**config.mk**
```make
export PLATFORM = sky130hd
export DESIGN_NAME = memwb_pipe_stage
export DESIGN_NICKNAME = d
export VERILOG_FILES = /design/src/rtl/memwb_pkg.sv /design/src/rtl/memwb_entry_reg.sv /design/src/rtl/memwb_pipe_stage.sv
export SDC_FILE = /design/constraint.sdc
export NUM_CORES = 1
export LEC_CHECK = 0
export CELL_PAD_IN_SITES_DETAIL_PLACEMENT = 1
export CELL_PAD_IN_SITES_GLOBAL_PLACEMENT = 2
export CORE_MARGIN = 4
export CORE_UTILIZATION = 30
export CTS_BUF_LIST = sky130_fd_sc_hd__clkbuf_16
export CTS_CLUSTER_SIZE = 10
export DETAILED_ROUTE_END_ITERATION = 12
export GPL_ROUTABILITY_DRIVEN = 0
export HOLD_SLACK_MARGIN = 0.03
export PLACE_DENSITY_LB_ADDON = 0.1
export RECOVER_POWER = 50
export SETUP_SLACK_MARGIN = 0.02
export SYNTH_ARGS = -nofsm -noshare
export SYNTH_HDL_FRONTEND = slang
export SYNTH_SLANG_ARGS = --single-unit
export TNS_END_PERCENT = 5
```
**constraint.sdc**
```tcl
create_clock -name clk -period 5.2 [get_ports clk]
set_input_delay 0.52 -clock clk [delete_from_list [all_inputs] [get_ports clk]]
set_output_delay 0.52 -clock clk [all_outputs]
set_load 0.02 [all_outputs]
```
**src/rtl/memwb_pkg.sv**
```systemverilog
`default_nettype none
// ============================================================================
//  Module      : memwb_pkg
//  Description : Shared types and constants for the MEM/WB pipeline stage.
//                Holds the default field widths, the pipeline entry layout
//                at those widths, and a helper that sizes a flattened entry
//                for any width configuration.
//  Revision    : 1.0  initial release
// ============================================================================
package memwb_pkg;

   localparam int c_DATA_W = 32;   // default data / ALU / write-back width
   localparam int c_REG_AW = 5;    // default destination register index width

   // One MEM/WB pipeline entry at the default widths. The stage rebuilds
   // this layout with its own parameter widths, in the same field order.
   typedef struct packed {
      logic [c_DATA_W-1:0] mem_rdata;
      logic [c_DATA_W-1:0] alu_result;
      logic [c_REG_AW-1:0] rd;
      logic                memtoreg;
      logic                regwrite;
   } memwb_entry_t;

   // Bit width of a flattened entry for a given configuration.
   function automatic int memwb_entry_w(input int dw, input int aw);
      return 2 * dw + aw + 2;
   endfunction

endpackage
`default_nettype wire

```
**src/rtl/memwb_entry_reg.sv**
```systemverilog
`default_nettype none
// ============================================================================
//  Module      : memwb_entry_reg
//  Description : A single valid bit plus entry payload register.
//                clear_i drops the valid bit and has priority over load_i;
//                the payload only changes on a load that is not cleared.
//  Ports       : clk, rst      - clock, asynchronous active-high reset
//                load_i        - capture data_i and set valid
//                clear_i       - drop valid, keep payload
//                data_i        - payload to capture (W bits)
//                valid_o       - entry holds valid data
//                data_o        - stored payload (W bits)
//  Revision    : 1.0  initial release
// ============================================================================
module memwb_entry_reg #(
   parameter int W = 72
) (
   input  logic         clk,
   input  logic         rst,
   input  logic         load_i,
   input  logic         clear_i,
   input  logic [W-1:0] data_i,
   output logic         valid_o,
   output logic [W-1:0] data_o
);

   logic         valid_q;
   logic [W-1:0] data_q;

   always_ff @(posedge clk or posedge rst) begin
      if (rst) begin
         valid_q <= 1'b0;
         data_q  <= '0;
      end else if (clear_i) begin
         valid_q <= 1'b0;
      end else if (load_i) begin
         valid_q <= 1'b1;
         data_q  <= data_i;
      end
   end

   assign valid_o = valid_q;
   assign data_o  = data_q;

endmodule
`default_nettype wire

```
**src/rtl/memwb_pipe_stage.sv**
```systemverilog
`default_nettype none
// ============================================================================
//  Module      : memwb_pipe_stage
//  Description : MEM/WB pipeline register with valid/ready handshakes, an
//                optional 2-entry skid buffer, flush, and write-back select.
//  Ports       : clk, rst                 - clock, async active-high reset
//                in_valid / in_ready      - upstream handshake
//                in_mem_rdata, in_alu_result, in_rd,
//                in_memtoreg, in_regwrite - incoming entry
//                flush                    - discard every held entry
//                out_valid / out_ready    - downstream handshake
//                out_mem_rdata, out_alu_result, out_rd,
//                out_memtoreg             - head entry fields
//                out_wb_data              - selected write-back value
//                out_regwrite             - gated register write enable
//                occupancy                - number of held entries (0..2)
//  Revision    : 1.0  initial release
// ============================================================================
module memwb_pipe_stage
   import memwb_pkg::*;
#(
   parameter int DATA_W  = c_DATA_W,
   parameter int REG_AW  = c_REG_AW,
   parameter int SKID_EN = 1
) (
   input  logic              clk,
   input  logic              rst,
   input  logic              in_valid,
   output logic              in_ready,
   input  logic [DATA_W-1:0] in_mem_rdata,
   input  logic [DATA_W-1:0] in_alu_result,
   input  logic [REG_AW-1:0] in_rd,
   input  logic              in_memtoreg,
   input  logic              in_regwrite,
   input  logic              flush,
   output logic              out_valid,
   input  logic              out_ready,
   output logic [DATA_W-1:0] out_mem_rdata,
   output logic [DATA_W-1:0] out_alu_result,
   output logic [DATA_W-1:0] out_wb_data,
   output logic [REG_AW-1:0] out_rd,
   output logic              out_memtoreg,
   output logic              out_regwrite,
   output logic [1:0]        occupancy
);

   localparam int c_ENTRY_W = memwb_entry_w(DATA_W, REG_AW);

   typedef struct packed {
      logic [DATA_W-1:0] mem_rdata;
      logic [DATA_W-1:0] alu_result;
      logic [REG_AW-1:0] rd;
      logic              memtoreg;
      logic              regwrite;
   } entry_t;

   entry_t w_in_entry;
   entry_t w_head;
   entry_t w_head_d;
   logic   w_head_v;
   logic   w_skid_v;
   logic   w_head_load;
   logic   w_head_clear;
   logic   w_push;
   logic   w_pop;
   logic   r_rdy_q;

   // Holds in_ready low through reset and for the edge that releases it.
   always_ff @(posedge clk or posedge rst) begin
      if (rst) r_rdy_q <= 1'b0;
      else     r_rdy_q <= 1'b1;
   end

   assign w_in_entry = '{mem_rdata:  in_mem_rdata,
                         alu_result: in_alu_result,
                         rd:         in_rd,
                         memtoreg:   in_memtoreg,
                         regwrite:   in_regwrite};

   assign w_push = in_valid & in_ready;
   assign w_pop  = w_head_v & out_ready;

   memwb_entry_reg #(.W(c_ENTRY_W)) u_head (
      .clk     (clk),
      .rst     (rst),
      .load_i  (w_head_load),
      .clear_i (w_head_clear | flush),
      .data_i  (w_head_d),
      .valid_o (w_head_v),
      .data_o  (w_head)
   );

   generate
      if (SKID_EN != 0) begin : g_skid
         entry_t w_skid;
         logic   w_skid_load;
         logic   w_skid_clear;

         // Ready depends only on registered state: the skid slot absorbs the
         // one entry that can arrive while the head is stalled.
         assign in_ready = r_rdy_q & ~w_skid_v;

         always_comb begin
            w_head_load  = 1'b0;
            w_head_clear = 1'b0;
            w_head_d     = w_in_entry;
            w_skid_load  = 1'b0;
            w_skid_clear = 1'b0;
            if (w_pop) begin
               if (w_skid_v) begin
                  // Skid moves up; no push is possible while skid is full.
                  w_head_load  = 1'b1;
                  w_head_d     = w_skid;
                  w_skid_clear = 1'b1;
               end else if (w_push) begin
                  w_head_load  = 1'b1;
               end else begin
                  w_head_clear = 1'b1;
               end
            end else if (w_push) begin
               if (w_head_v) w_skid_load = 1'b1;
               else          w_head_load = 1'b1;
            end
         end

         memwb_entry_reg #(.W(c_ENTRY_W)) u_skid (
            .clk     (clk),
            .rst     (rst),
            .load_i  (w_skid_load),
            .clear_i (w_skid_clear | flush),
            .data_i  (w_in_entry),
            .valid_o (w_skid_v),
            .data_o  (w_skid)
         );
      end else begin : g_noskid
         // Single entry: accept whenever the head is empty or leaving.
         assign in_ready = r_rdy_q & (~w_head_v | out_ready);
         assign w_skid_v = 1'b0;

         always_comb begin
            w_head_d     = w_in_entry;
            w_head_load  = w_push;
            w_head_clear = w_pop & ~w_push;
         end
      end
   endgenerate

   assign out_valid      = w_head_v;
   assign out_mem_rdata  = w_head.mem_rdata;
   assign out_alu_result = w_head.alu_result;
   assign out_rd         = w_head.rd;
   assign out_memtoreg   = w_head.memtoreg;
   assign out_wb_data    = w_head.memtoreg ? w_head.mem_rdata : w_head.alu_result;
   // Writes to register 0 are architecturally discarded.
   assign out_regwrite   = w_head.regwrite & w_head_v & (w_head.rd != '0);
   assign occupancy      = {1'b0, w_head_v} + {1'b0, w_skid_v};

endmodule
`default_nettype wire

```
Word-level counts from Yosys, hierarchy flattened
Cells that the tools add are included. Widths: inputs -> output; s select.

Register bits after elaboration: 145. Output and inout bits: 107. Logic and storage cells: 41.

$add $sub $neg: 1. Mux-type cells: 20. Bitwise logic cells: 10. Reductions and logical operators: 5.

Operator list (count): $mux 71 (2); $mux 32 (1); $mux 1 (17); $and 1x1->1 (5); $reduce_bool 5->1 (1); $reduce_and 2->1 (2); $reduce_bool 2->1 (2); $not 1->1 (3); $add 1x1->2 (1); $or 1x1->1 (2).

Depth between registers and ports, before layout
Gate-level depths: netlist of run 1.

Word-level depth: 9. Depth in mapped cells: 4. Depth with buffers taken out: 3.

Modules after synthesis
From an unflattened synthesis of run 1, not the netlist that was laid out.

Cell total of the unflattened synthesis: 439. Area total of the unflattened synthesis: 7474.7 um2.

Modules (own cells, without submodules): memwb_entry_reg (times used 2, cells each 155, area each 3049.2 um2, sequential area each 1801.7 um2); memwb_pipe_stage (times used 1, cells each 129, area each 1376.3 um2, sequential area each 25.0 um2).

Least setup slack after synthesis of run 1
No wires, ideal clock.

Path type: reg-to-output. Start point: register u_head.data_q[1], in the netlist u_head.data_o[1]. End point: output out_wb_data[0]. Arrival time: 1.445 ns. Setup slack: 3.235 ns. Stages on the path, launching flop included: 4. Path buffers: 2. Cell sequence: dfrtp_1 -> clkbuf_1 -> clkbuf_1 -> mux2_2.

Longest elaborated chain between the ends: 1.

Ends and longest elaborated chain: from (decl) (RTL line memwb_entry_reg.sv:28) `logic [W-1:0] data_q;`; from (signal assigned) (RTL line memwb_entry_reg.sv:38) `data_q <= data_i;`; $mux 32 (RTL line memwb_pipe_stage.sv:153) `assign out_wb_data = w_head.memtoreg ? w_head.mem_rdata : w_head.alu_result;`; to (decl) (RTL line memwb_pipe_stage.sv:40) `output logic [DATA_W-1:0] out_wb_data,`.

Every way passes these cells.

==> flow_summary.ini, run 1 <==
[cells_and_area]
num-nets-final = 690
fin_area_mm2 = 0.00946
drive_above_1_share = 0.455
final-instance-count-excl-fill = 943
num_antenna_cells = 0
multiInputGateArea_mm2 = 0.00290
area.sequential_mm2 = 0.00363
utilization = 0.402
syn2layout_area_growth_pct = 31.3
num-fill-cells = 2429

[yosys]
synth_edf_count = 0
synth_commonest_cells = mux2_2, dfrtp_1, buf_4
yosysWarnings = 0
synth_top_area_cell = dfrtp_1
synth.top_cell.area_share = 0.504
synth_most_common_cell = mux2_2
post_synth_xor_area_fraction = 0
synth_simple_gate_area_frac = 0.00799
synth_cell_types = 22
ys_async_sr_fraction = 1.00
yosysSeqAreaShare = 0.504
syn-num-nets = 578
synthMuxAreaShare = 0.383
synth_compound_area_frac = 0.00747
synthCells = 501
synth_area_leaders = dfrtp_1, mux2_2, buf_4
synth_top_family_by_area = multiplexers
syn_avg_cell_area_um2 = 14.4
synth_ff_type = dfrtp_1
ys_ff_latch = 145
syn-cell-area_mm2 = 0.00720
synth_adder_area_share = 0.00174

[clock_tree]
cts.sinks = 145
hold_buffers = 0
cts_root_buf = clkbuf_16
cts_setup_buffers = 0
post_cts_resized = 0
clk_path_buf_depth = 2
path_clk_slew_ps = 60
tritoncts = done
numCtsBuffers = 17
ctsHtreeMaxLevel = 4
worstSkewPairLatency_ps = 410

[timing]
slew_viol_final = 75
setup_viol = 0
whs_ps = 500
fmax_mhz = 304
worstMarginPinSlew_ps = 3360
maxSlewHeadroom = -1.25
finClkSkew_ps = 5.83
setup_ws_ps = 1920
rsz0062_at_grt = false
setup_tns_ps = 0
fin_crit_ps = 3280
hold_violations = 0
min_period_over_period = 0.632

[route]
avgRoutedWirePerCell_um = 17.8
num_vias = 4218
drtPass1Iterations = 6
drtIter0Drc = 86
ant_nets = 0
drc = 0
drt_wl_total_um = 16800
via_per_inst = 4.47

[place]
dpl.cell_count = 913
place_area_mm2 = 0.00880
numPortBuffers = 182
dp_hpwl_um = 11000
dp_worst_setup_slack_ps = 2220

[floorplan]
die_area_mm2 = 0.0266
dieHeight_um = 163
die_width_um = 163
coreArea_mm2 = 0.0235
rows = 56
ioPinCount = 183
start_util = 0.306

[global_routing]
antenna_found_initial = 0
grt-ovfl-total = 0
grt_pass1_wl_um = 27000
grt_pass1_vias = 4853
grt_max_degree = 75
grtUsageTotal = 0.131

[setup_path]
crit_chain = dlygate4sd3_1 > clkinvlp_2 > buf_4
arrival_ps = 3780
r2r_cells = 4
regToRegStartpoint = g_skid.u_skid.valid_o$_DFFE_PP0P_
critPathMaxStageDelay_ps = 1890
crit_path_start_kind = primary input
r2r_end = u_head.data_o[8]$_DFFE_PP0P_
critical_path_required_ps = 5690
endpoint_kind = asynchronous set/reset pin
slowest_stage = clkinvlp_2
ff2ff_setup_slack_ps = 2850
path_class = in2async
path_max_fanout = 74

[power_and_ir_drop]
p_leak_nw = 4.02
ir_drop_mv = 0.175
total_power_mw = 3.98
power_density_mw_per_mm2 = 421

[outcome]
status = finished, violations left
violations = max-capacitance violations, max-slew violations

[run]
cap_violations = 1

[hold_path]
holdPathStages = 1
worst_hold_startpoint = g_skid.u_skid.data_o[57]$_DFFE_PP0P_
hp-class = reg2reg
hold_end = g_skid.u_skid.data_o[57]$_DFFE_PP0P_
metal layers:
layer / wire (um) / up-vias / track usage / share of wire
li1: - / 1931 / - / -
met5: 0 / - / 0 / 0
met3: 909 / 9 / 0.0390 / 0.054
met1: 7070 / 2172 / 0.157 / 0.42
met2: 8700 / 106 / 0.227 / 0.52
met4: 154 / 0 / 0.0377 / 0.0092
flip-flops by register name (all words and copies together), names as in the netlist:
signal                 count
g_skid.u_skid.data_o      71
u_head.data_o             71
g_skid.u_skid.valid_o      1
r_rdy_q                    1
u_head.valid_o             1
critical path, delay by kind of cell:
| kind | cells | cell delay, ps |
|---|---|---|
| buf+inv | 3 | 3190 |
kinds of logic after synthesis:
group | Yosys count
flops | 145
compound gates | 6
other cells | 1
fa+ha+maj | 1
mux | 245
simple gates | 7
buf+inv | 96
report_power, final:
group / internal [mW] / switching (mW)
clock: 0.898 / 0.475
sequential: 1.34 / 0.167
combinational: 0.616 / 0.480
total: 2.85 / 1.12
worst max path at each step:
| stage | slack [ps] | depth (start not counted) | from | to |
|---|---|---|---|---|
| after CTS | 2170 | 2 | u_head.data_o[1]$_DFFE_PP0P_ | out_wb_data[19] |
| final | 1920 | 3 | rst | g_skid.u_skid.data_o[25]$_DFFE_PP0P_ |
| after global placement | 2260 | 5 | out_ready | u_head.data_o[22]$_DFFE_PP0P_ |
| after global routing | 1300 | 2 | rst | u_head.data_o[1]$_DFFE_PP0P_ |
| after detailed placement | 2220 | 5 | out_ready | u_head.data_o[43]$_DFFE_PP0P_ |
| after floorplan | 790 | 1 | rst | g_skid.u_skid.data_o[0]$_DFFE_PP0P_ |
cells in the final DEF, fill, tap and decap left out, drive strengths merged, types with 2 or more instances in the layout:
cell | synthesis | routed
buf | 90 | 5
dlygate4sd3 | 0 | 54
clkdlybuf4s50 | 0 | 128
a211oi | 2 | 2
inv | 2 | 4
dfrtp | 145 | 145
bufinv | 0 | 6
clkbuf | 4 | 17
mux2 | 245 | 245
clkinvlp | 0 | 2
clkinv | 0 | 3
final cells by class:
class                      count  area share
clock inverter                13      0.0249
inverter                       2    0.000926
multi-input combinational    260       0.307
tap                          319      0.0422
timing repair buffer         187       0.197
clock buffer                  17      0.0450
sequential                   145       0.384
Note: power is estimated with default switching activity, not from simulation.
==> run 2, diff against run 1 <==
==> constraint.sdc (replaced) <==
create_clock -name clk -period 3.43 [get_ports clk]
set_input_delay 0.343 -clock clk [delete_from_list [all_inputs] [get_ports clk]]
set_output_delay 0.343 -clock clk [all_outputs]
set_load 0.02 [all_outputs]
==> run 2 against run 1 <==
Compared with the run above:
- combinational power is 55% higher
- sequential power is 50% higher
- the flow still finishes with violations (max-capacitance violations, max-slew violations)
- clock skew is 5.4 ps higher
- sequential share of layout area hardly changed
- critical path depth stayed put
- critical endpoint is now out_wb_data[24]
- cell area is 0.11% lower
- routed wire length is 1.4% higher
- die area stayed put
- largest cell class unchanged
==> flow_summary.ini, run 2 (synthesis results as in run 1) <==
[cells_and_area]
fin_area_mm2 = 0.00945
utilization = 0.401
num_antenna_cells = 0
num-fill-cells = 2419
final_cell_mix = mux2_2, dfrtp_1, clkdlybuf4s50_1, dlygate4sd3_1, clkbuf_16
mostFrequentLayoutCell = mux2_2
num-nets-final = 692
syn2layout_area_growth_pct = 31.1
drive_above_1_share = 0.457

[outcome]
violations = max-capacitance violations, max-slew violations
status = finished, violations left

[power_and_ir_drop]
ir_drop_mv = 0.262
p_leak_nw = 4.00
power_density_mw_per_mm2 = 617

[floorplan]
start_util = 0.306
dieHeight_um = 163
die_area_mm2 = 0.0266
rows = 56
die_width_um = 163
coreArea_mm2 = 0.0235
ioPinCount = 183

[clock_tree]
worstSkewPairLatency_ps = 410
post_cts_resized = 0
hold_buffers = 0
cts.sinks = 145
path_clk_slew_ps = 60
numCtsBuffers = 17
ctsHtreeMaxLevel = 4
cts_root_buf = clkbuf_16
clk_path_buf_depth = 2
tritoncts = done
cts_setup_buffers = 0

[setup_path]
crit_chain = buf_4 > mux2_2 > clkdlybuf4s50_1
endpoint_kind = primary output
path_class = reg2out
crit_path_start_kind = flip-flop
path_max_fanout = 18
slowest_stage = dfrtp_2
critPathMaxStageDelay_ps = 710
worstPathBufferInverterCount = 2
arrival_ps = 2380
critical_path_required_ps = 3090
path_delay_family = buffers and inverters

[timing]
fin_crit_ps = 2720
finClkSkew_ps = 11.2
maxSlewHeadroom = -0.397
setup_viol = 0
slew_viol_final = 146
setup_tns_ps = 0
min_period_over_period = 0.794
worstMarginPinSlew_ps = 2100
hold_violations = 0
fmax_mhz = 367
rsz0062_at_grt = false

[route]
drt_wl_total_um = 17100
via_per_inst = 4.53
drtPass1Iterations = 3
num_vias = 4293
avgRoutedWirePerCell_um = 18.0
ant_nets = 0
drtIter0Drc = 156
drc = 0

[global_routing]
grt_pass1_vias = 4928
grt_pass1_wl_um = 27500
antenna_found_initial = 2
grt_max_degree = 146
grt-ovfl-total = 0
grtUsageTotal = 0.132

[place]
numPortBuffers = 182
dp_hpwl_um = 11300
place_area_mm2 = 0.00886

[run]
cap_violations = 1

[hold_path]
hp-class = reg2reg
## run 2: changes by cell type in the layout (fill, tap and decap cells not counted)
cell             change
clkinvlp_4           +6
bufinv_16            -3
clkinv_4             -1
clkinv_2             +2
clkinvlp_2           -1
dlygate4sd3_1        -2
buf_12               +3
clkbuf_4             +1
clkinv_1             +1
inv_6                -2
buf_4                -2
clkdlybuf4s50_1      +2
## run 2: layer usage
metal,vias up,global-route usage,share of wire
li1,1936,-,-
met1,2229,0.163,0.43
met2,109,0.226,0.51
met3,15,0.0359,0.046
met4,4,0.0438,0.011
met5,-,0,0.0012
## run 2: final cells by class
type	instances	area [um2]	share of cell area
clock buffer	17	425	0.0450
clock inverter	15	170	0.0180
inverter	2	11.3	0.00119
multi-input combinational	260	2900	0.307
sequential	145	3630	0.384
tap	319	399	0.0423
timing repair buffer	189	1910	0.202
## run 2: path summary, 6_finish.rpt
path / cells after the start / from / slack, ps / to
hold reg to reg: 1 / g_skid.u_skid.data_o[62]$_DFFE_PP0P_ / 500 / g_skid.u_skid.data_o[62]$_DFFE_PP0P_
setup reg to reg: 4 / u_head.valid_o$_DFFE_PP0P_ / 1290 / u_head.data_o[7]$_DFFE_PP0P_
setup / recovery: 3 / u_head.data_o[1]$_DFFE_PP0P_ / 710 / out_wb_data[24]
min in group asynchronous: 3 / rst / 1110 / u_head.data_o[23]$_DFFE_PP0P_
max in group asynchronous: 3 / rst / 810 / u_head.data_o[1]$_DFFE_PP0P_
hold / removal: 1 / g_skid.u_skid.data_o[62]$_DFFE_PP0P_ / 500 / g_skid.u_skid.data_o[62]$_DFFE_PP0P_
## run 2: power by group
part / switching (mW) / internal (mW)
Clock: 0.726 / 1.14
Combinational: 0.755 / 0.940
Sequential: 0.237 / 2.03
## run 2: metrics by stage
stage / cells / total power, mW / setup slack [ps] / hold slack, ps
floorplan: 501 / 3.44 / 1270 / 406
finish: 947 / 5.83 / 707 / 503
detailed placement: 915 / 4.09 / 885 / 490
CTS: 947 / 6.00 / 611 / 504
global placement: 915 / 4.05 / 919 / 483
global route: 947 / 6.15 / 376 / 510
